--- src/rtl/rf_wb_pkg.sv ---
// Shared types and sizes for the register-file writeback path.
package rf_wb_pkg;
    localparam int XLEN   = 32;
    localparam int REG_AW = 5;
    localparam int NREG   = 32;

    typedef struct packed {
        logic [REG_AW-1:0] rd;
        logic [XLEN-1:0]   data;
    } wb_req_t;
endpackage

--- src/rtl/rf_wb_fifo.sv ---
// Synchronous FIFO of writeback requests; head is read combinationally.
// Push is ignored when full and pop when empty; no bypass from push to head.
module rf_wb_fifo
    import rf_wb_pkg::*;
#(
    parameter int DEPTH = 4
) (
    input  logic                     i_clk,
    input  logic                     i_reset,
    input  logic                     push_i,
    input  wb_req_t                  push_dat_i,
    input  logic                     pop_i,
    output wb_req_t                  head_dat_o,
    output logic                     full_o,
    output logic                     empty_o,
    output logic [$clog2(DEPTH):0]   count_o
);
    localparam int PW = $clog2(DEPTH);

    wb_req_t       mem_q [DEPTH];
    logic [PW-1:0] wr_ptr_q;
    logic [PW-1:0] rd_ptr_q;
    logic [PW:0]   count_q;
    logic          do_push;
    logic          do_pop;

    assign full_o     = (count_q == (PW+1)'(DEPTH));
    assign empty_o    = (count_q == '0);
    assign count_o    = count_q;
    assign head_dat_o = mem_q[rd_ptr_q];
    assign do_push    = push_i && !full_o;
    assign do_pop     = pop_i && !empty_o;

    always_ff @(posedge i_clk or negedge i_reset) begin
        if (!i_reset) begin
            wr_ptr_q <= '0;
            rd_ptr_q <= '0;
            count_q  <= '0;
        end else begin
            if (do_push) wr_ptr_q <= wr_ptr_q + 1'b1;
            if (do_pop)  rd_ptr_q <= rd_ptr_q + 1'b1;
            if (do_push && !do_pop)      count_q <= count_q + 1'b1;
            else if (!do_push && do_pop) count_q <= count_q - 1'b1;
        end
    end

    // Storage needs no reset: only slots behind a valid count are ever read.
    always_ff @(posedge i_clk) begin
        if (do_push) mem_q[wr_ptr_q] <= push_dat_i;
    end
endmodule

--- src/rtl/rf_wb_arbiter.sv ---
// Arbitrates ALU and buffered load writebacks onto the single regfile write port,
// tracks in-flight loads in a scoreboard and stalls issue on RAW/WAW hazards.
module rf_wb_arbiter
    import rf_wb_pkg::*;
#(
    parameter int LD_FIFO_DEPTH = 4,
    parameter int STARVE_MAX    = 3
) (
    input  logic              i_clk,
    input  logic              i_reset,
    input  logic              i_issue_valid,
    input  logic              i_issue_is_load,
    input  logic [4:0]        i_issue_rs1,
    input  logic [4:0]        i_issue_rs2,
    input  logic [4:0]        i_issue_rd,
    output logic              o_issue_stall,
    input  logic              i_alu_valid,
    input  logic [4:0]        i_alu_rd,
    input  logic [XLEN-1:0]   i_alu_data,
    output logic              o_alu_ready,
    input  logic              i_ld_valid,
    input  logic [4:0]        i_ld_rd,
    input  logic [XLEN-1:0]   i_ld_data,
    output logic              o_ld_ready,
    output logic [4:0]        o_rd_addr,
    output logic [XLEN-1:0]   o_rd_data,
    output logic              o_rd_wren,
    output logic              o_err
);
    localparam int SW = $clog2(STARVE_MAX + 1);
    localparam int CW = $clog2(LD_FIFO_DEPTH) + 1;

    wb_req_t         ld_req;
    wb_req_t         head;
    logic            full;
    logic            empty;
    logic [CW-1:0]   count;
    logic            ld_acc;
    logic            alu_acc;
    logic            pop;
    logic            issue_acc;

    logic [SW-1:0]   starve_q, starve_d;
    logic [NREG-1:0] pending_q, pending_d;
    logic            wren_q, wren_d;
    logic            is_load_q, is_load_d;
    logic [4:0]      addr_q, addr_d;
    logic [XLEN-1:0] data_q, data_d;
    logic            err_q, err_d;

    assign ld_req = '{rd: i_ld_rd, data: i_ld_data};

    rf_wb_fifo #(.DEPTH(LD_FIFO_DEPTH)) u_ld_fifo (
        .i_clk      (i_clk),
        .i_reset    (i_reset),
        .push_i     (ld_acc),
        .push_dat_i (ld_req),
        .pop_i      (pop),
        .head_dat_o (head),
        .full_o     (full),
        .empty_o    (empty),
        .count_o    (count)
    );

    assign o_ld_ready  = (count != CW'(LD_FIFO_DEPTH));
    assign o_alu_ready = !(full && (starve_q >= SW'(STARVE_MAX)));
    assign ld_acc      = i_ld_valid && o_ld_ready;
    assign alu_acc     = i_alu_valid && o_alu_ready;
    assign pop         = !alu_acc && !empty;

    // pending_q[0] is held at 0, so x0 operands never stall.
    assign o_issue_stall = i_issue_valid &&
        (pending_q[i_issue_rs1] || pending_q[i_issue_rs2] || pending_q[i_issue_rd]);
    assign issue_acc = i_issue_valid && !o_issue_stall && i_issue_is_load && (i_issue_rd != '0);

    always_comb begin
        starve_d  = starve_q;
        wren_d    = 1'b0;
        is_load_d = 1'b0;
        addr_d    = addr_q;
        data_d    = data_q;
        pending_d = pending_q;
        err_d     = err_q;

        if (pop || empty)                   starve_d = '0;
        else if (starve_q < SW'(STARVE_MAX)) starve_d = starve_q + 1'b1;

        if (alu_acc) begin
            wren_d = (i_alu_rd != '0);
            addr_d = i_alu_rd;
            data_d = i_alu_data;
        end else if (pop) begin
            wren_d    = (head.rd != '0);
            is_load_d = 1'b1;
            addr_d    = head.rd;
            data_d    = head.data;
        end

        // Clear as the load write commits, so the stall drops the following cycle.
        if (wren_q && is_load_q) pending_d[addr_q] = 1'b0;
        if (issue_acc)           pending_d[i_issue_rd] = 1'b1;
        pending_d[0] = 1'b0;

        if (ld_acc && (i_ld_rd != '0) && !pending_q[i_ld_rd]) err_d = 1'b1;
    end

    always_ff @(posedge i_clk or negedge i_reset) begin
        if (!i_reset) begin
            starve_q  <= '0;
            pending_q <= '0;
            wren_q    <= 1'b0;
            is_load_q <= 1'b0;
            addr_q    <= '0;
            data_q    <= '0;
            err_q     <= 1'b0;
        end else begin
            starve_q  <= starve_d;
            pending_q <= pending_d;
            wren_q    <= wren_d;
            is_load_q <= is_load_d;
            addr_q    <= addr_d;
            data_q    <= data_d;
            err_q     <= err_d;
        end
    end

    assign o_rd_wren = wren_q;
    assign o_rd_addr = addr_q;
    assign o_rd_data = data_q;
    assign o_err     = err_q;
endmodule

--- config.mk ---
export PLATFORM = sky130hd
export DESIGN_NAME = rf_wb_arbiter
export DESIGN_NICKNAME = d
export VERILOG_FILES = /design/src/rtl/rf_wb_pkg.sv /design/src/rtl/rf_wb_fifo.sv /design/src/rtl/rf_wb_arbiter.sv
export SDC_FILE = /design/constraint.sdc
export NUM_CORES = 1
export LEC_CHECK = 0
export ABC_AREA = 1
export CORE_MARGIN = 2
export CORE_UTILIZATION = 55
export CTS_CLUSTER_DIAMETER = 60
export DETAILED_ROUTE_END_ITERATION = 8
export PLACE_DENSITY_LB_ADDON = 0.15
export SLEW_MARGIN = 30
export SYNTH_ARGS = -nofsm -noshare
export SYNTH_HDL_FRONTEND = slang
export SYNTH_SLANG_ARGS = --single-unit
--- constraint.sdc ---
create_clock -name i_clk -period 4 [get_ports i_clk]
set_clock_uncertainty 0.1 [all_clocks]
set_input_delay 1 -clock i_clk [delete_from_list [all_inputs] [get_ports i_clk]]
set_output_delay 1 -clock i_clk [all_outputs]
set_load 0.1 [all_outputs]
== Word level (Yosys, flattened, before mapping) ==
Memories as Yosys holds them, arrays and structs flattened.
Cells that the tools add are included.
Storage, ports and cells
  bits of input ports: 95
  logic and storage cells: 94
  bits in registers: 80
  memories kept: 1
  bits in writable memories: 148
Memories
  u_ld_fifo.mem_q: words 4, bits a word 37, read ports 1, clocked after memory_dff 0, wr ports 1, RTL line rf_wb_fifo.sv:20  | wb_req_t mem_q [DEPTH];
Operators by class
  magnitude comparators: 9
  bitwise gates (word level): 3
  reductions and logical operators: 36
  equal/unequal tests: 2
  add/subtract/negate cells: 5
  muxes and demuxes: 28
Operators with widths (number)
  $mux 32: 4
  $and 32x32->32: 1
  $not 32->32: 1
  $or 32x32->32: 1
  $lt 5x6->1 const B: 5
  $bmux 1 s5: 4
  $reduce_bool 5->1: 4
  $logic_and 1x1->1: 17
  $mux 1: 12
  $demux 1 s5: 2
  $ge 5x1->1 const B: 2
  $mux 5: 2
  $logic_not 1->1: 8
  $add 2x1->2 const B: 3
  $mux 3: 2
  $reduce_bool 2->1: 3
  $mux 2: 2
  $add 3x1->3 const B: 1
  $eq 3x3->1 const B: 1
  $logic_not 3->1: 1
  $logic_or 1x1->1: 3
  $ne 3x3->1 const B: 1
  $sub 3x1->3 const B: 1
  $ge 2x2->1 const B: 1
  $lt 2x2->1 const B: 1

== Longest topological paths before layout ==
Gate-level depths: netlist (run 1).
  depth in word-level cells: 10
  mapped depth: 14
  mapped depth without buffers: 12

== Cells and area by module ==
From an unflattened synthesis (run 1), not the netlist that was laid out.
Second synthesis, totals
  cells, all modules: 1207
  area, all modules: 11110.7 sq um
Modules (own cells, without submodules)
  rf_wb_fifo: area each 6384.9 sq um, cells each 493, instances 1
  rf_wb_arbiter: area each 4725.8 sq um, cells each 714, instances 1

== Worst setup path before layout (run 1) ==
Ideal clock, no wire load.
  kind: input port to output port
  from: input i_issue_rs1[0]
  to: output o_issue_stall
  setup slack: -309 ps
  data required time: 2900 ps
  stages: 12
  arrival time: 3209 ps
  cell sequence: buf_2 inv_2 buf_6 nand2_1 nand3_1 nand3_1 nand3_1 nand2_1 nand2_1 nand2_1 nor2_2 a21boi_1
Between the ends
  longest elaborated chain between the ends: 5
Ends and longest elaborated chain
  start, declared: RTL line rf_wb_arbiter.sv:13  | input logic [4:0] i_issue_rs1,
  $bmux 1 s5: RTL line rf_wb_arbiter.sv:73  | (pending_q[i_issue_rs1] || pending_q[i_issue_rs2] || pending_q[i_issue_rd]);
  $mux 1 (implied by the code): RTL line rf_wb_arbiter.sv:73
  $logic_or 1x1->1 (2 in a row): RTL line rf_wb_arbiter.sv:73
  $logic_and 1x1->1: RTL line rf_wb_arbiter.sv:72  | assign o_issue_stall = i_issue_valid &&
  end, declared: RTL line rf_wb_arbiter.sv:16  | output logic o_issue_stall,
No other way between the ends. The select of a mux whose other input is x is not followed.

== Final worst setup path (run 1) ==
  from: input i_issue_rs2[0]
  to: output o_issue_stall
Between the ends
  longest elaborated chain between the ends: 5
Ends and longest elaborated chain
  start, declared: RTL line rf_wb_arbiter.sv:14  | input logic [4:0] i_issue_rs2,
  $bmux 1 s5: RTL line rf_wb_arbiter.sv:73
  $mux 1 (implied by the code): RTL line rf_wb_arbiter.sv:73
  $logic_or 1x1->1 (2 in a row): RTL line rf_wb_arbiter.sv:73
  $logic_and 1x1->1: RTL line rf_wb_arbiter.sv:72
No other way between the ends. The select of a mux whose other input is x is not followed.

==> tab_implementation.tex, run 1 <==
\begin{tabular}{lr}
\hline
Metric & Value \\
\hline
\multicolumn{2}{l}{\textbf{Outcome}} \\
\quad Outcome & completed \\
\multicolumn{2}{l}{\textbf{Power and ir drop}} \\
\quad Worst voltage drop across the vdd grid & 672 uV \\
\quad Power per standard cell area & 783 mW/mm\^{}2 \\
\quad LEAKAGE & 5.12 nW \\
\quad Power after layout & 10.2 mW \\
\multicolumn{2}{l}{\textbf{CTS}} \\
\quad CTS tree & done \\
\quad Longest Clk Path Bufs & 3 \\
\quad Clock latency of the later-clocked register in the worst-skew pair & 0.53 ns \\
\quad CTS Sinks & 228 \\
\quad Deepest level of the CTS H-tree & 1 \\
\quad Hold buffer count at cts & 0 \\
\quad Clk slew on worst S/H paths & 0.05 ns \\
\quad Number of buffers added by the clock tree synthesis step & 25 \\
\quad Root buffer cell & sky130\_fd\_sc\_hd\_\_clkbuf\_16 \\
\multicolumn{2}{l}{\textbf{Setup path}} \\
\quad Largest driver fanout on the critical path & 15 \\
\quad Startpoint of the worst setup timing path & i\_issue\_rs2[0] \\
\quad Kind of end point of the critical path & output pin \\
\quad Reg2reg setup slack & 1.36 ns \\
\quad Data arrival time at the worst-slack endpoint & 2.78 ns \\
\quad Source of the worst register-to-register timing path & u\_ld\_fifo.rd\_ptr\_q[0] \\
\quad Worst Path Required & 2.90 ns \\
\quad Critical path startpoint category & input pin \\
\quad Worst Path Class, Setup & in2out \\
\multicolumn{2}{l}{\textbf{GRT}} \\
\quad Via count of the first global-routing pass & 8,552 \\
\quad Global-route usage over all layers & 0.279 \\
\quad Grt total ovfl & 0 \\
\quad Pin count of the biggest net entering global routing & 63 \\
\quad Number of antenna violations at the first check in global routing & 0 \\
\quad First-pass GRT wire length & 44.6 mm \\
\multicolumn{2}{l}{\textbf{Logic synthesis}} \\
\quad Post-synth top flop & sky130\_fd\_sc\_hd\_\_edfxtp\_1 \\
\quad Synth Register Bits & 228 \\
\quad Post-synthesis cell type count & 38 \\
\quad Synthesized area & 0.0107 mm\^{}2 \\
\quad Sequential cell area fraction in the yosys report & 0.604 \\
\quad Yosys warning total & 0 \\
\quad Synthesized net count & 1,221 \\
\quad Asr flop ratio synth & 0.351 \\
\quad Post-synth EDFFs & 148 \\
\quad Synth Instances & 1,119 \\
\quad Synthesized area divided by synthesized cell count & 9.53 um\^{}2 \\
\multicolumn{2}{l}{\textbf{Route}} \\
\quad 1st-iter DRT viols & 936 \\
\quad Wire length reported by the detailed router & 28.1 mm \\
\quad Total iterations of the first detailed-routing run & 6 \\
\quad Post-detailed-route DRC marker count & 0 \\
\quad Routed via count divided by cell count & 5.77 \\
\quad Total number of vias & 8,809 \\
\quad Routed length per placed instance & 18.4 um \\
\quad Final antenna-violating net count & 0 \\
\multicolumn{2}{l}{\textbf{Final layout}} \\
\quad Commonest cells after routing, fill and taps aside & 205 x sky130\_fd\_sc\_hd\_\_nand2\_1, 155 x sky130\_fd\_sc\_hd\_\_nor2\_1, 148 x sky130\_fd\_sc\_hd\_\_edfxtp\_1, 131 x sky130\_fd\_sc\_hd\_\_clkdlybuf4s50\_1, 119 x sky130\_fd\_sc\_hd\_\_o21ai\_0 \\
\quad Final cell area excluding filler cells & 0.0130 mm\^{}2 \\
\quad Layout cells sized above 1 & 0.0733 \\
\quad Final cell count without fillers & 1,528 \\
\quad P\&R area growth vs syn & 22.2\% \\
\quad Nets@finish & 1,351 \\
\quad ANT cells & 0 \\
\quad Commonest non-fill, non-tap cell in the layout & sky130\_fd\_sc\_hd\_\_nand2\_1 \\
\quad Share of the core filled with cells in the final layout & 0.690 \\
\multicolumn{2}{l}{\textbf{Timing}} \\
\quad Final critical-path setup slack & 0.122 ns \\
\quad Transition time at the pin with the least slew margin & 1.03 ns \\
\quad Hold WS & 0.366 ns \\
\quad Final worst-path cycle share & 0.969 \\
\quad Final setup violation count & 0 \\
\quad Unrepaired setup endpoints after global routing & false \\
\quad Fmax & 258 MHz \\
\quad Slew margin rel. & 0.313 \\
\quad Setup TNS & 0 ns \\
\quad Post-route minimum period & 3.88 ns \\
\quad Max-slew violations & 0 \\
\quad Hold Fails Final Rpt & 0 \\
\multicolumn{2}{l}{\textbf{Place}} \\
\quad Worst-case setup slack after placement & 0.108 ns \\
\quad Count of buffers from port buffering & 136 \\
\quad Number of placed instances with taps included & 1,481 \\
\quad Weighted congestion reported at the end of routability-driven placement & 1.02 \\
\quad Post-Place Cell Area & 0.0123 mm\^{}2 \\
\quad Estimated wirelength of the detail-placed design & 18.3 mm \\
\multicolumn{2}{l}{\textbf{Floorplanning}} \\
\quad Die outline area & 0.0205 mm\^{}2 \\
\quad X dimension of the die & 143 um \\
\quad Vert. Die Dim & 143 um \\
\quad Starting Density & 0.565 \\
\quad Ports & 137 \\
\quad Placeable core region & 0.0189 mm\^{}2 \\
\quad Row cnt & 50 \\
\multicolumn{2}{l}{\textbf{Job}} \\
\quad Number of max-cap violations & 0 \\
\multicolumn{2}{l}{\textbf{Min path}} \\
\quad HP Class & in2async \\
\hline
\end{tabular}
[kinds of logic (layout without fill, tap and decap cells)]
logic type,count (synthesis),count (layout),synth area share
flops,228,228,0.604
fa+ha+maj,7,7,0.00891
mux,2,2,0.00199
buf+inv,146,295,0.0616
simple gates,494,494,0.195
xor+xnor,5,5,0.00411
compound gates,237,237,0.124
[worst max-delay path, cell delays in order]
cell and delay [ns]:
sky130_fd_sc_hd__clkdlybuf4s50_1 0.50, sky130_fd_sc_hd__clkinv_2 0.19, sky130_fd_sc_hd__nand2_1 0.13, sky130_fd_sc_hd__nand3_1 0.08
sky130_fd_sc_hd__nand3_1 0.10, sky130_fd_sc_hd__nand3_1 0.09, sky130_fd_sc_hd__nand2_1 0.07, sky130_fd_sc_hd__nand2_1 0.04
sky130_fd_sc_hd__nand2_1 0.11, sky130_fd_sc_hd__nor2_4 0.07, sky130_fd_sc_hd__a21boi_4 0.19, sky130_fd_sc_hd__buf_12 0.20
[report_power, final]
group | switching, mW | leakage, nW | internal (mW)
sequential | 0.455 | 2.27 | 3.23
combinational | 3.28 | 2.49 | 1.17
clock | 0.906 | 0.355 | 1.17
total | 4.65 | 5.12 | 5.56
[registers in the layout (all words and copies together), names as in the netlist, 2 cells and up]
signal / count
starve_q: 2
u_ld_fifo.mem_q: 148
pending_q: 31
u_ld_fifo.wr_ptr_q: 2
o_rd_addr: 5
u_ld_fifo.count_o: 3
o_rd_data: 32
u_ld_fifo.rd_ptr_q: 2
[synthesized netlist by cell type, drive strengths merged (2+ instances only)]
cell,count,area (um^2)
clkbuf,36,146
nand4,31,194
o21bai,2,15.0
xor2,4,35.0
nor2,164,638
edfxtp,148,4440
a21oi,22,110
clkinv,3,12.5
ha,6,75.1
a22oi,4,30.0
nand2,209,795
o21ai,127,636
nor3,8,40.0
dfrtp,80,2000
a31oi,33,206
o22ai,40,256
inv,82,308
nand3,79,395
buf,25,190
o211ai,8,60.1
[worst paths after layout]
path	endpoint	depth (start not counted)
setup / recovery	o_issue_stall	12
setup reg to reg	o_rd_wren	6
hold reg to reg	pending_q[3]	2
max in group asynchronous	o_rd_addr[4]	2
min in group i_clk	pending_q[3]	2
hold / removal	o_rd_data[10]	1
[what timing repair did]
action,CTS,global route
gates resized for setup,0,3
endpoints found under the setup margin,0,1
setup buffers,0,1
[layout make-up]
type,instances,area (um^2)
well taps,260,325
multi-input cells,745,3610
flip-flops and latches,228,6450
clock inverters,10,62.6
repair buffers,164,1600
fillers,1519,5860
inverters,85,320
clock buffers,36,667
[per-layer routing]
layer / vias to the layer above / GRT usage / share of wire
met4: 0 / 0.0820 / 0.017
met5: - / 0 / 0
met1: 4171 / 0.410 / 0.43
li1: 4153 / - / -
met3: 43 / 0.0433 / 0.096
met2: 442 / 0.434 / 0.46
Note: power is estimated with default switching activity, not from simulation.
==> run 2, diff against run 1 <==
--- a/config.mk
+++ b/config.mk
@@ -7,7 +7,7 @@
 export LEC_CHECK = 0
 export ABC_AREA = 1
 export CORE_MARGIN = 2
-export CORE_UTILIZATION = 55
+export CORE_UTILIZATION = 25
 export CTS_CLUSTER_DIAMETER = 60
 export DETAILED_ROUTE_END_ITERATION = 8
 export PLACE_DENSITY_LB_ADDON = 0.15
==> tab_implementation.tex, run 2 (synthesized netlist as in run 1, its figures left out) <==
\begin{tabular}{lr}
\hline
Metric & Value \\
\hline
\multicolumn{2}{l}{\textbf{Outcome}} \\
\quad Outcome & completed (unchanged) \\
\multicolumn{2}{l}{\textbf{CTS}} \\
\quad Longest Clk Path Bufs & 3 (unchanged) \\
\quad Hold buffer count at cts & 0 (unchanged) \\
\quad Clk slew on worst S/H paths & 0.06 ns (was 0.05 ns) \\
\quad Number of buffers added by the clock tree synthesis step & 29 (was 25) \\
\quad Deepest level of the CTS H-tree & 1 (unchanged) \\
\quad CTS tree & done (unchanged) \\
\quad Root buffer cell & sky130\_fd\_sc\_hd\_\_clkbuf\_16 (unchanged) \\
\quad CTS Sinks & 228 (unchanged) \\
\quad Clock latency of the later-clocked register in the worst-skew pair & 0.54 ns (was 0.53 ns) \\
\multicolumn{2}{l}{\textbf{GRT}} \\
\quad Number of antenna violations at the first check in global routing & 1 (was 0) \\
\quad Most used routing layer & met2 (unchanged) \\
\quad Met3 usage & 0.0265 (was 0.0433) \\
\quad Grt total ovfl & 0 (unchanged) \\
\quad Pin count of the biggest net entering global routing & 53 (was 63) \\
\quad Global Route met1 Usage & 0.220 (was 0.410) \\
\quad GR met2 Demand/Resource & 0.236 (was 0.434) \\
\quad First-pass GRT wire length & 51.5 mm (was 44.6 mm) \\
\quad Via count of the first global-routing pass & 8,346 (was 8,552) \\
\quad Global-route usage over all layers & 0.151 (was 0.279) \\
\multicolumn{2}{l}{\textbf{Power and ir drop}} \\
\quad Combinational share of power & 0.421 (was 0.436) \\
\quad Power spent charging and discharging nets & 4.88 mW (was 4.65 mW) \\
\quad Clock network power share & 0.236 (was 0.203) \\
\quad Switching part of the total & 0.453 (was 0.455) \\
\quad LEAKAGE & 5.26 nW (was 5.12 nW) \\
\quad Internal power & 5.90 mW (was 5.56 mW) \\
\quad Power per standard cell area & 789 mW/mm\^{}2 (was 783 mW/mm\^{}2) \\
\quad Power after layout & 10.8 mW (was 10.2 mW) \\
\quad Sequential cell fraction of total power & 0.343 (was 0.361) \\
\quad Worst voltage drop across the vdd grid & 534 uV (was 672 uV) \\
\multicolumn{2}{l}{\textbf{Final layout}} \\
\quad P\&R area growth vs syn & 28.2\% (was 22.2\%) \\
\quad Flip-flop count of the largest register, all copies and words added & 148 (unchanged) \\
\quad Commonest cells after routing, fill and taps aside & 205 x sky130\_fd\_sc\_hd\_\_nand2\_1, 154 x sky130\_fd\_sc\_hd\_\_nor2\_1, 148 x sky130\_fd\_sc\_hd\_\_edfxtp\_1, 127 x sky130\_fd\_sc\_hd\_\_clkdlybuf4s50\_1, 119 x sky130\_fd\_sc\_hd\_\_o21ai\_0 (was 205 x sky130\_fd\_sc\_hd\_\_nand2\_1, 155 x sky130\_fd\_sc\_hd\_\_nor2\_1, 148 x sky130\_fd\_sc\_hd\_\_edfxtp\_1, 131 x sky130\_fd\_sc\_hd\_\_clkdlybuf4s50\_1, 119 x sky130\_fd\_sc\_hd\_\_o21ai\_0) \\
\quad Nets@finish & 1,358 (was 1,351) \\
\quad Layout cells sized above 1 & 0.0954 (was 0.0733) \\
\quad Commonest non-fill, non-tap cell in the layout & sky130\_fd\_sc\_hd\_\_nand2\_1 (unchanged) \\
\quad Top register by number of flip-flops & u\_ld\_fifo.mem\_q (unchanged) \\
\multicolumn{2}{l}{\textbf{Route}} \\
\quad Final antenna-violating net count & 0 (unchanged) \\
\quad 1st-iter DRT viols & 654 (was 936) \\
\quad Wire length reported by the detailed router & 33.8 mm (was 28.1 mm) \\
\quad Total iterations of the first detailed-routing run & 8 (was 6) \\
\quad Routed via count divided by cell count & 4.71 (was 5.77) \\
\quad Total number of vias & 8,561 (was 8,809) \\
\quad Routed length per placed instance & 18.6 um (was 18.4 um) \\
\quad Post-detailed-route DRC marker count & 0 (unchanged) \\
\multicolumn{2}{l}{\textbf{Job}} \\
\quad Number of max-cap violations & 0 (unchanged) \\
\multicolumn{2}{l}{\textbf{Setup path}} \\
\quad Worst Path Required & 2.90 ns (about the same) \\
\quad Reg2reg setup slack & 0.98 ns (was 1.36 ns) \\
\quad Count of cells along the worst register-to-register path & 6 (unchanged) \\
\quad Source of the worst register-to-register timing path & u\_ld\_fifo.rd\_ptr\_q[0] (unchanged) \\
\quad Data arrival time at the worst-slack endpoint & 2.73 ns (was 2.78 ns) \\
\quad Kind of end point of the critical path & output pin (unchanged) \\
\quad Worst Path Class, Setup & in2out (unchanged) \\
\quad Critical path startpoint category & input pin (unchanged) \\
\quad Startpoint of the worst setup timing path & i\_issue\_rd[4] (was i\_issue\_rs2[0]) \\
\quad Worst r2r dst & o\_rd\_wren (unchanged) \\
\quad Largest driver fanout on the critical path & 5 (was 15) \\
\multicolumn{2}{l}{\textbf{Timing}} \\
\quad Max-slew violations & 0 (unchanged) \\
\quad Fmax & 261 MHz (was 258 MHz) \\
\quad Hold WS & 0.265 ns (was 0.366 ns) \\
\quad Final setup violation count & 0 (unchanged) \\
\quad Setup TNS & 0 ns (unchanged) \\
\quad Hold Fails Final Rpt & 0 (unchanged) \\
\quad Post-route minimum period & 3.83 ns (was 3.88 ns) \\
\quad Final worst-path cycle share & 0.958 (was 0.969) \\
\quad Unrepaired setup endpoints after global routing & false (unchanged) \\
\quad Slew margin rel. & 0.329 (was 0.313) \\
\quad Transition time at the pin with the least slew margin & 1.00 ns (was 1.03 ns) \\
\multicolumn{2}{l}{\textbf{Floorplanning}} \\
\quad Vert. Die Dim & 211 um (was 143 um) \\
\quad Starting Density & 0.254 (was 0.565) \\
\quad Row cnt & 75 (was 50) \\
\quad X dimension of the die & 211 um (was 143 um) \\
\quad Ports & 137 (unchanged) \\
\quad Die outline area & 0.0443 mm\^{}2 (was 0.0205 mm\^{}2) \\
\quad Placeable core region & 0.0420 mm\^{}2 (was 0.0189 mm\^{}2) \\
\multicolumn{2}{l}{\textbf{Place}} \\
\quad Count of buffers from port buffering & 136 (unchanged) \\
\quad Weighted congestion reported at the end of routability-driven placement & 0.863 (was 1.02) \\
\quad Estimated wirelength of the detail-placed design & 22.3 mm (was 18.3 mm) \\
\multicolumn{2}{l}{\textbf{Min path}} \\
\quad HP Class & in2async (unchanged) \\
\hline
\end{tabular}
==> run 2: final cells by class <==
cell class | instances | area (um^2)
timing repair buffer | 167 | 1650
clock inverter | 17 | 163
multi-input combinational | 745 | 3630
clock buffer | 37 | 776
inverter | 85 | 323
antenna | 1 | 2.50
tap | 539 | 674
fill | 4398 | 28400
sequential | 228 | 6450
==> run 2: metal layers <==
metal | part of all wire | vias to the layer above
met5 | 0.00038 | -
met4 | 0.015 | 2
met3 | 0.050 | 37
met2 | 0.45 | 219
met1 | 0.48 | 4141
li1 | - | 4162
==> run 2: timing repair <==
item	in CTS	in global routing
buffers inserted	0	0
resized for setup	0	11
endpoints found under the setup margin	0	1
==> run 2: worst max-delay path, cell delays in order <==
cell,delay (ns)
sky130_fd_sc_hd__clkdlybuf4s50_1,0.55
sky130_fd_sc_hd__inv_1,0.13
sky130_fd_sc_hd__nor3_2,0.17
sky130_fd_sc_hd__inv_1,0.08
sky130_fd_sc_hd__o21bai_1,0.16
sky130_fd_sc_hd__nand2_1,0.06
sky130_fd_sc_hd__inv_1,0.03
sky130_fd_sc_hd__nand2_1,0.09
sky130_fd_sc_hd__nor2_4,0.04
sky130_fd_sc_hd__a21boi_2,0.20
sky130_fd_sc_hd__buf_12,0.20
==> run 2: worst max-delay path by stage <==
stage / cells after the start / slack [ns] / endpoint
global placement: 12 / 0.04 / o_issue_stall
floorplan: 12 / 0.20 / o_issue_stall
CTS: 12 / 0.03 / o_issue_stall
detailed placement: 12 / 0.04 / o_issue_stall
finish: 11 / 0.17 / o_issue_stall
global route: 11 / 0.009 / o_issue_stall
==> run 2: power groups by stage <==
stage	registers, mW	logic, mW	clock network (mW)
final	3.70	4.54	2.54
after global routing	3.77	4.92	2.72
after CTS	3.70	4.59	2.63
after detailed placement	3.75	4.57	0
after global placement	3.74	4.57	0
after floorplan	4.91	1.85	0
==> run 2: stage by stage <==
stage                     std cells   util  cell area [um^2]  setup slack, ns
after floorplan                1119      -             10700            0.197
after global routing           1818  0.325             13700          0.00918
final                          1819  0.325             13700            0.167
after CTS                      1818  0.324             13600           0.0269
after detailed placement       1764  0.302             12700           0.0370
after global placement         1763  0.301             12700           0.0444
==> run 3, diff against run 2 <==
--- a/config.mk
+++ b/config.mk
@@ -5,7 +5,6 @@
 export SDC_FILE = /design/constraint.sdc
 export NUM_CORES = 1
 export LEC_CHECK = 0
-export ABC_AREA = 1
 export CORE_MARGIN = 2
 export CORE_UTILIZATION = 25
 export CTS_CLUSTER_DIAMETER = 60
==> tab_implementation.tex, run 3 <==
\begin{tabular}{lr}
\hline
Metric & Value \\
\hline
\multicolumn{2}{l}{\textbf{Setup path}} \\
\quad Delay of the slowest cell on the worst path & 0.33 ns (was 0.55 ns) \\
\quad Critical path startpoint category & input pin (unchanged) \\
\quad Cell type with the highest occurrence count on the critical path & sky130\_fd\_sc\_hd\_\_buf\_12 (was sky130\_fd\_sc\_hd\_\_inv\_1) \\
\quad Count of cells along the worst register-to-register path & 7 (was 6) \\
\quad Kind of end point of the critical path & output pin (unchanged) \\
\quad CP Depth & 10 (was 11) \\
\quad Data arrival time at the worst-slack endpoint & 2.80 ns (was 2.73 ns) \\
\quad Sum of buffers and inverters on the critical path & 4 (was 5) \\
\quad Series of cell instances along the critical path & dlygate4sd2\_1 -> buf\_12 -> buf\_4 -> mux2i\_1 -> a22oi\_1 -> o2111a\_1 -> nor4\_4 -> nand3\_2 -> and2\_4 -> buf\_12 (was clkdlybuf4s50\_1 -> inv\_1 -> nor3\_2 -> inv\_1 -> o21bai\_1 -> nand2\_1 -> inv\_1 -> nand2\_1 -> nor2\_4 -> a21boi\_2 -> buf\_12) \\
\quad Largest driver fanout on the critical path & 9 (was 5) \\
\quad Reg2reg setup slack & 1.38 ns (was 0.98 ns) \\
\quad Worst path slowest cell & sky130\_fd\_sc\_hd\_\_nor4\_4 (was sky130\_fd\_sc\_hd\_\_clkdlybuf4s50\_1) \\
\quad CP top delay family & buffers and inverters (unchanged) \\
\quad Worst Path Required & 2.90 ns (about the same) \\
\quad Worst Path Class, Setup & in2out (unchanged) \\
\multicolumn{2}{l}{\textbf{Min path}} \\
\quad Hold depth & 2 \\
\quad HP Class & reg2reg (was in2async) \\
\multicolumn{2}{l}{\textbf{Power and ir drop}} \\
\quad Power after layout & 10.6 mW (was 10.8 mW) \\
\quad LEAKAGE & 4.87 nW (was 5.26 nW) \\
\quad Power per standard cell area & 782 mW/mm\^{}2 (was 789 mW/mm\^{}2) \\
\quad Worst voltage drop across the vdd grid & 444 uV (was 534 uV) \\
\multicolumn{2}{l}{\textbf{CTS}} \\
\quad Root buffer cell & sky130\_fd\_sc\_hd\_\_clkbuf\_16 (unchanged) \\
\quad Longest Clk Path Bufs & 3 (unchanged) \\
\quad Hold buffer count at cts & 0 (unchanged) \\
\quad CTS Sinks & 228 (unchanged) \\
\quad Clk slew on worst S/H paths & 0.06 ns (about the same) \\
\quad Number of buffers added by the clock tree synthesis step & 29 (unchanged) \\
\quad CTS tree & done (unchanged) \\
\quad Clock latency of the later-clocked register in the worst-skew pair & 0.55 ns (was 0.54 ns) \\
\quad Deepest level of the CTS H-tree & 1 (unchanged) \\
\multicolumn{2}{l}{\textbf{Timing}} \\
\quad Setup TNS & 0 ns (unchanged) \\
\quad Final setup violation count & 0 (unchanged) \\
\quad Final critical-path setup slack & 0.105 ns (was 0.167 ns) \\
\quad Max-slew violations & 0 (unchanged) \\
\quad Fmax & 257 MHz (was 261 MHz) \\
\quad Hold WS & 0.379 ns (was 0.265 ns) \\
\quad Slew margin rel. & 0.322 (was 0.329) \\
\quad Transition time at the pin with the least slew margin & 1.01 ns (was 1.00 ns) \\
\quad Post-route minimum period & 3.90 ns (was 3.83 ns) \\
\quad Hold Fails Final Rpt & 0 (unchanged) \\
\quad Unrepaired setup endpoints after global routing & false (unchanged) \\
\quad Final worst-path cycle share & 0.974 (was 0.958) \\
\multicolumn{2}{l}{\textbf{Floorplanning}} \\
\quad X dimension of the die & 206 um (was 211 um) \\
\quad Placeable core region & 0.0400 mm\^{}2 (was 0.0420 mm\^{}2) \\
\quad Row cnt & 73 (was 75) \\
\quad Starting Density & 0.255 (was 0.254) \\
\quad Die outline area & 0.0424 mm\^{}2 (was 0.0443 mm\^{}2) \\
\quad Vert. Die Dim & 206 um (was 211 um) \\
\quad Ports & 137 (unchanged) \\
\multicolumn{2}{l}{\textbf{GRT}} \\
\quad Grt total ovfl & 0 (unchanged) \\
\quad Number of antenna violations at the first check in global routing & 3 (was 1) \\
\quad Pin count of the biggest net entering global routing & 49 (was 53) \\
\quad First-pass GRT wire length & 45.3 mm (was 51.5 mm) \\
\quad Global-route usage over all layers & 0.144 (was 0.151) \\
\quad Via count of the first global-routing pass & 7,200 (was 8,346) \\
\multicolumn{2}{l}{\textbf{Logic synthesis}} \\
\quad Dominant cell by count in the synthesized netlist & sky130\_fd\_sc\_hd\_\_edfxtp\_1 (was sky130\_fd\_sc\_hd\_\_nand2\_1) \\
\quad Most instantiated cells after synthesis & 148 x sky130\_fd\_sc\_hd\_\_edfxtp\_1, 80 x sky130\_fd\_sc\_hd\_\_dfrtp\_1, 80 x sky130\_fd\_sc\_hd\_\_o21ai\_0, 65 x sky130\_fd\_sc\_hd\_\_nand2\_1, 56 x sky130\_fd\_sc\_hd\_\_mux4\_2 (was 205 x sky130\_fd\_sc\_hd\_\_nand2\_1, 159 x sky130\_fd\_sc\_hd\_\_nor2\_1, 148 x sky130\_fd\_sc\_hd\_\_edfxtp\_1, 119 x sky130\_fd\_sc\_hd\_\_o21ai\_0, 80 x sky130\_fd\_sc\_hd\_\_dfrtp\_1) \\
\quad Yosys warning total & 0 (unchanged) \\
\quad Post-synth top flop & sky130\_fd\_sc\_hd\_\_edfxtp\_1 (unchanged) \\
\quad Yosys top cell by area & sky130\_fd\_sc\_hd\_\_edfxtp\_1 (unchanged) \\
\quad Sequential cell area fraction in the yosys report & 0.633 (was 0.604) \\
\quad Synth Instances & 690 (was 1,119) \\
\quad Top area cells in the synthesized netlist & sky130\_fd\_sc\_hd\_\_edfxtp\_1 44\%, sky130\_fd\_sc\_hd\_\_dfrtp\_1 20\%, sky130\_fd\_sc\_hd\_\_mux4\_2 12\% (was sky130\_fd\_sc\_hd\_\_edfxtp\_1 42\%, sky130\_fd\_sc\_hd\_\_dfrtp\_1 19\%, sky130\_fd\_sc\_hd\_\_nand2\_1 7.2\%) \\
\quad Synthesized area & 0.0102 mm\^{}2 (was 0.0107 mm\^{}2) \\
\quad Synth Register Bits & 228 (unchanged) \\
\quad Synthesized area divided by synthesized cell count & 14.8 um\^{}2 (was 9.53 um\^{}2) \\
\quad Post-synth EDFFs & 148 (unchanged) \\
\quad Asr flop ratio synth & 0.351 (unchanged) \\
\quad Share of the synthesized area in the top cell type & 0.436 (was 0.417) \\
\quad Synthesized net count & 792 (was 1,221) \\
\quad Post-synthesis cell type count & 48 (was 38) \\
\multicolumn{2}{l}{\textbf{Place}} \\
\quad Worst-case setup slack after placement & -0.356 ns (was 0.0370 ns) \\
\quad Estimated wirelength of the detail-placed design & 20.3 mm (was 22.3 mm) \\
\quad Count of buffers from port buffering & 136 (unchanged) \\
\quad Number of placed instances with taps included & 1,357 (was 1,764) \\
\quad Post-Place Cell Area & 0.0125 mm\^{}2 (was 0.0127 mm\^{}2) \\
\quad Weighted congestion reported at the end of routability-driven placement & 0.826 (was 0.863) \\
\multicolumn{2}{l}{\textbf{Final layout}} \\
\quad Flip-flop count of the largest register, all copies and words added & 148 (unchanged) \\
\quad P\&R area growth vs syn & 32.9\% (was 28.2\%) \\
\quad Top register by number of flip-flops & u\_ld\_fifo.mem\_q (unchanged) \\
\quad Layout cells sized above 1 & 0.220 (was 0.0954) \\
\quad ANT cells & 0 (was 1) \\
\quad Final cell count without fillers & 1,420 (was 1,819) \\
\quad Share of the core filled with cells in the final layout & 0.338 (was 0.325) \\
\quad Commonest cells after routing, fill and taps aside & 148 x sky130\_fd\_sc\_hd\_\_edfxtp\_1, 115 x sky130\_fd\_sc\_hd\_\_clkdlybuf4s50\_1, 79 x sky130\_fd\_sc\_hd\_\_o21ai\_0, 78 x sky130\_fd\_sc\_hd\_\_dfrtp\_1, 64 x sky130\_fd\_sc\_hd\_\_nand2\_1 (was 205 x sky130\_fd\_sc\_hd\_\_nand2\_1, 154 x sky130\_fd\_sc\_hd\_\_nor2\_1, 148 x sky130\_fd\_sc\_hd\_\_edfxtp\_1, 127 x sky130\_fd\_sc\_hd\_\_clkdlybuf4s50\_1, 119 x sky130\_fd\_sc\_hd\_\_o21ai\_0) \\
\quad Final cell area excluding filler cells & 0.0135 mm\^{}2 (was 0.0137 mm\^{}2) \\
\quad Commonest non-fill, non-tap cell in the layout & sky130\_fd\_sc\_hd\_\_edfxtp\_1 (was sky130\_fd\_sc\_hd\_\_nand2\_1) \\
\quad Nets@finish & 974 (was 1,358) \\
\multicolumn{2}{l}{\textbf{Route}} \\
\quad Total iterations of the first detailed-routing run & 7 (was 8) \\
\quad Wire length reported by the detailed router & 29.9 mm (was 33.8 mm) \\
\quad Routed length per placed instance & 21.1 um (was 18.6 um) \\
\quad Total number of vias & 6,653 (was 8,561) \\
\quad Final antenna-violating net count & 0 (unchanged) \\
\quad Post-detailed-route DRC marker count & 0 (unchanged) \\
\quad 1st-iter DRT viols & 467 (was 654) \\
\quad Routed via count divided by cell count & 4.69 (was 4.71) \\
\multicolumn{2}{l}{\textbf{Job}} \\
\quad Number of max-cap violations & 0 (unchanged) \\
\multicolumn{2}{l}{\textbf{Outcome}} \\
\quad Outcome & completed (unchanged) \\
\hline
\end{tabular}
## run 3: changes by cell type in the layout (fill, tap and decap cells not counted), sizes merged, moves of 8 or more
cell	previous run	this run
nand2	209	65
nand4	31	17
inv	85	22
o211ai	8	0
o21ai	127	83
clkdlybuf4s50	127	115
mux4	0	56
a21oi	22	1
o22ai	40	7
a31oi	33	1
nand3	79	6
nor2	164	20
mux2i	1	55
buf	38	65
## run 3: where the power goes
part	switching, mW	leakage, nW	internal (mW)
Sequential	0.663	2.27	3.23
Combinational	2.74	2.15	1.46
Clock	1.04	0.454	1.45
Total	4.45	4.87	6.14
## run 3: area by class of cell
type / count / area, um^2
Clock buffer: 35 / 768
Multi-Input combinational cell: 405 / 3580
Fill cell: 3951 / 26500
Sequential cell: 228 / 6450
Timing Repair Buffer: 190 / 1860
Tap cell: 525 / 657
Inverter: 18 / 67.6
Clock inverter: 19 / 156
## run 3: cell families after synthesis
family,share of synthesized area
compound gates,0.0664
xor+xnor,0.00602
fa+ha+maj,0.00933
buf+inv,0.0223
flops,0.633
mux,0.181
simple gates,0.0823
## run 3: per-layer routing
layer  vias to the layer above  GRT usage  share of wire
li1                       3064          -              -
met3                        39     0.0331          0.059
met1                      3371      0.193           0.44
met4                         4     0.0431          0.018
met2                       175      0.234           0.48
met5                         -          0        0.00074
## run 3: timing repair
item                                    in CTS  in global routing
endpoints found under the setup margin       1                  1
setup buffers                                8                  0
resized for setup                           25                  4
pin swaps                                    4                  1
cloned                                       1                  0
## run 3: worst register-to-register path: cells and delay by family, from the launching register on
kind	cells	cell delay (ns)
buffers and inverters	2	0.36
DFF	1	0.46
AOI/OAI and AO/OA	2	0.55
muxes	1	0.48
and+or+nand+nor	2	0.56
## run 3: final timing paths
check                                     from       endpoint
max in group asynchronous              i_reset      is_load_q
worst max-delay path            i_issue_rs1[1]  o_issue_stall
min in group asynchronous              i_reset  o_rd_data[27]
worst max register to register   pending_q[30]  pending_q[19]
worst min register to register   o_rd_data[20]  o_rd_data[20]
worst min-delay path             o_rd_data[20]  o_rd_data[20]
==> RTL edit 1: new RTL, flow settings as in run 1 <==
Reset style: synchronous (`i_reset`), changed in 2 clocked blocks.
--- a/src/rtl/rf_wb_fifo.sv
+++ b/src/rtl/rf_wb_fifo.sv
@@ -32,5 +32,5 @@
     assign do_pop     = pop_i && !empty_o;
 
-    always_ff @(posedge i_clk or negedge i_reset) begin
+    always_ff @(posedge i_clk) begin
         if (!i_reset) begin
             wr_ptr_q <= '0;
--- a/src/rtl/rf_wb_arbiter.sv
+++ b/src/rtl/rf_wb_arbiter.sv
@@ -105,5 +105,5 @@
     end
 
-    always_ff @(posedge i_clk or negedge i_reset) begin
+    always_ff @(posedge i_clk) begin
         if (!i_reset) begin
             starve_q  <= '0;
Formal check against the unedited RTL: differs if i_reset is asserted again (counterexample within 4 cycles, from zero or initial values and one cycle with i_reset low); with i_reset held inactive, the same outputs for 4 cycles.
==> RTL edit 1 against run 1 <==
Synthesized area fell by 1.2%. Setup slack better by 0.044 ns. Clock power rose by 7%. Non-clock buffer count did not move. Design area shrank 0.84%. Power down 25%. Routed wire length fell by 3.0%. Maximum frequency is 1.1% higher. Sequential cell count increased by 2. Count of clock-buffer cells in the layout rose by 3. Sequential share of layout area decreased by 2.4 points. Critical endpoint unchanged. Largest cell class unchanged.
==> RTL edit 1: results <==
set metrics [dict create \
    cp_max_fo 7 \
    synth_cell_types 36 \
    synth_top_cells_by_area "edfxtp_1 (42%), dfxtp_1 (16%), a21oi_1 (7.7%)" \
    critical_path.startpoint "i_issue_rd[0]" \
    drtIter0Drc 777 \
    r2r_start "starve_q[0]" \
    synth.yosys.seq_area_share 0.5773 \
    grt_pass1_vias 7944 \
    viasPerCell 5.780 \
    status "completed" \
    hold_class "reg2reg" \
    met3WireLength_um 2404 \
    critical_path_arrival_ns 2.73 \
    grt_max_degree 75 \
    syn_nets 1245 \
    wl_met2_um 12350 \
    synth_common_cells "nand2_1 (206), a21oi_1 (163), edfxtp_1 (148)" \
    async_reset_ff_frac 0 \
    drive_gt1_frac 0.06770 \
    vias 8780 \
    avgSynthCellArea_um2 9.223 \
    p_leak_nw 4.860 \
    place.gp.congestion 0.9897 \
    wl_met1_um 11950 \
    drtPass1Iterations 5 \
    grt_pass1_wl_um 42690 \
    dp_cells 1473 \
]
RTL edit 1: cell types whose count changed after synthesis, moves of 25 or more:
cell     before  now
o22ai_1      39    6
a31oi_1      33    1
dfxtp_1       0   82
nor2_1      159   98
dfrtp_1      80    0
a32o_1        0   33
a21oi_1      22  163
o21ai_0     119   94
RTL edit 1: per-layer routing:
metal	GRT usage	vias up
met3	0.04509	50
met5	0	-
met2	0.4213	401
met1	0.3851	4059
li1	-	4270
met4	0.06201	0
RTL edit 1: cell families after synthesis:
group,after synthesis,share of synthesized area
flops,230,0.5773
simple gates,434,0.1758
fa+ha+maj,7,0.009021
compound gates,312,0.1680
mux,1,0.0009496
buf+inv,157,0.06730
xor+xnor,2,0.001662
RTL edit 1: layout make-up:
| class | instances | share of cell area |
|---|---|---|
| clock buffer | 39 | 0.05557 |
| clock inverter | 7 | 0.006292 |
| sequential | 230 | 0.4710 |
| tap | 234 | 0.02265 |
| inverter | 89 | 0.02604 |
| multi-input combinational | 756 | 0.2942 |
| timing repair buffer | 164 | 0.1243 |
RTL edit 1: repair_timing:
| item | 4_1_cts | 5_1_grt |
|---|---|---|
| gates resized for setup | 0 | 6 |
| hold buffers | 0 | 0 |
| setup endpoints to repair | 0 | 1 |
RTL edit 1: worst max-delay path, stage by stage:
cell	delay [ns]
clkdlybuf4s50_1	0.42
buf_4	0.15
nor2_1	0.10
buf_4	0.17
nand2_1	0.05
o21ai_1	0.08
nor2_1	0.06
nor2_1	0.08
nor2_1	0.06
nand2_1	0.11
nor2_4	0.06
a21boi_4	0.18
buf_12	0.19
RTL edit 1: through the flow:
step                total power [mW]  hold WS (ns)  cell area (um^2)  worst slack (ns)  utilization
floorplan                      4.759        0.3364             10550           0.04452            -
global placement               5.404        0.3428             12100            0.1056       0.6449
detailed placement             5.450        0.3496             12100            0.1295       0.6449
CTS                            7.662        0.3640             12900           0.09645       0.6875
global route                   7.975        0.3930             12920           0.01110       0.6887
finish                         7.623        0.3539             12920            0.1660       0.6887
RTL edit 1: power by group:
group / switching, mW / total, mW / leakage [nW] / internal, mW
logic: 1.75 / 2.46 / 2.44 / 0.710
registers: 0.120 / 2.95 / 2.03 / 2.83
clock network: 0.900 / 2.21 / 0.391 / 1.31
RTL edit 1: path summary, 6_finish.rpt:
check | to | slack (ns) | cells after the start
worst max-delay path | o_issue_stall | 0.17 | 13
worst min-delay path | o_err | 0.35 | 2
worst max register to register | u_ld_fifo.count_o[1] | 1.47 | 11
worst min register to register | o_err | 0.35 | 2
==> RTL edit 2: new RTL, flow settings as in run 1 <==
Made on the original files. Set the package constant `NREG` to 16 (it was 32).
--- a/src/rtl/rf_wb_pkg.sv
+++ b/src/rtl/rf_wb_pkg.sv
@@ -3,5 +3,5 @@
     localparam int XLEN   = 32;
     localparam int REG_AW = 5;
-    localparam int NREG   = 32;
+    localparam int NREG   = 16;
 
     typedef struct packed {
Check against the original RTL: not equivalent (Yosys sat finds a counterexample within 4 cycles, from zero or initial values and one cycle with i_reset low).
==> RTL edit 2 against run 1 <==
Non-clock buffer count fell by 15. Setup slack improved by 0.095 ns. Routed wire length decreased by 24%. Final cell count fell by 17%. Global-route usage shrank 3.6 points. Synthesized area decreased by 13%. Die area shrank 12%. Power down 8.8%. Design area decreased by 11%. Worst hold slack improved by 0.049 ns. First-iteration DRC count is 31% lower. Combinational power is 11% lower. Sequential cell count decreased by 16. Largest power group unchanged. Synthesized cell count decreased by 19%.
==> RTL edit 2: results <==
set metrics [dict create \
    synth_top_cells_by_area "edfxtp_1 (48%), dfrtp_1 (17%), nand2_1 (7.5%)" \
    cp_max_fo 12 \
    drtPass1Iterations 5 \
    vdd_drop_max_uv 657.8 \
    synth.yosys.seq_area_share 0.6502 \
    synth_cell_types 35 \
    p_sw_mw 4.097 \
    io_buffers 134 \
    fillCellCount 1285 \
    vias 6981 \
    critPathMaxStageDelay_ns 0.72 \
    r2r_start "u_ld_fifo.count_o[0]" \
    r2r_end "u_ld_fifo.count_o[1]" \
    gr-usage-all-layers 0.2428 \
    p_leak_nw 4.491 \
    grt_pass1_vias 6886 \
    drive_gt1_frac 0.06992 \
    cp_slowest_cell "clkdlybuf4s50_1" \
    regMostFlops "u_ld_fifo.mem_q" \
    place.gp.congestion 0.8800 \
    r2r_cells 8 \
    grt_pass1_wl_um 34600 \
    synth_common_cells "nand2_1 (187), edfxtp_1 (148), nor2_1 (133)" \
    reg2reg_setup_slack_ns 1.43 \
    viasPerCell 5.523 \
    placed_cell_area_mm2 0.01088 \
    crit_family "buffers and inverters" \
    status "completed" \
    syn_nets 1004 \
    ctsResizeCount 0 \
    async_reset_ff_frac 0.3019 \
    ys_warn_count 0 \
    drt_wl_total_um 21390 \
    clk_latency_ns 0.50 \
    clk_pin_slew_ns 0.06 \
    hold_class "reg2reg" \
    fin_nets 1131 \
    critical_path_arrival_ns 2.68 \
    critical_path.startpoint "i_issue_rd[0]" \
    relSlewSlack 0.3388 \
    hpwlAfterDp_um 13480 \
    drtIter0Drc 644 \
    grt_max_degree 65 \
    cts_buffers 22 \
]
==> RTL edit 2: kinds of logic after synthesis <==
kind of cell | after synthesis | synth area share
multiplexers | 2 | 0.002287
XOR/XNOR | 5 | 0.004709
flip-flops | 212 | 0.6502
AND/OR/NAND/NOR | 399 | 0.1768
AO/OA/AOI/OAI | 173 | 0.1063
buffers and inverters | 104 | 0.04951
adder cells (fa/ha/maj) | 7 | 0.01023
==> RTL edit 2: final cells by class <==
cell class,count,area (um^2),area share
Clock buffer,28,583.1,0.05036
Clock inverter,11,116.4,0.01005
Inverter,58,222.7,0.01924
Multi-Input combinational cell,586,2826,0.2441
Sequential cell,212,6047,0.5223
Tap cell,220,275.3,0.02378
Timing Repair Buffer,149,1506,0.1301
==> RTL edit 2: metrics by stage <==
step                setup slack, ns  hold slack (ns)  cells
finish                       0.2176           0.4147   1264
detailed placement           0.2240           0.3984   1225
CTS                          0.2261           0.4109   1264
global route                0.05933           0.4274   1264
global placement             0.2440           0.3954   1225
floorplan                    0.3821           0.3699    902
==> RTL edit 2: how the worst min path moves through the flow <==
stage	startpoint	to	cells past startpoint
2_1_floorplan	pending_q[9]	pending_q[9]	2
3_3_place_gp	o_err	o_err	1
3_5_place_dp	o_err	o_err	1
4_1_cts	o_err	o_err	1
5_1_grt	o_err	o_err	1
6_report	o_err	o_err	1
==> RTL edit 2: power by group through the flow <==
stage | combinational, mW | clock (mW) | sequential (mW)
3_3_place_gp | 3.91 | 0 | 3.39
5_1_grt | 4.28 | 2.09 | 3.44
6_report | 3.97 | 1.96 | 3.37
3_5_place_dp | 3.97 | 0 | 3.41
4_1_cts | 3.99 | 2.00 | 3.37
2_1_floorplan | 1.56 | 0 | 4.65
==> RTL edit 2: per-layer routing <==
| metal | share of wire | GRT usage |
|---|---|---|
| met4 | 0.022 | 0.07427 |
| met1 | 0.42 | 0.3149 |
| met2 | 0.49 | 0.4211 |
| met3 | 0.072 | 0.04271 |
| met5 | 0 | 0 |
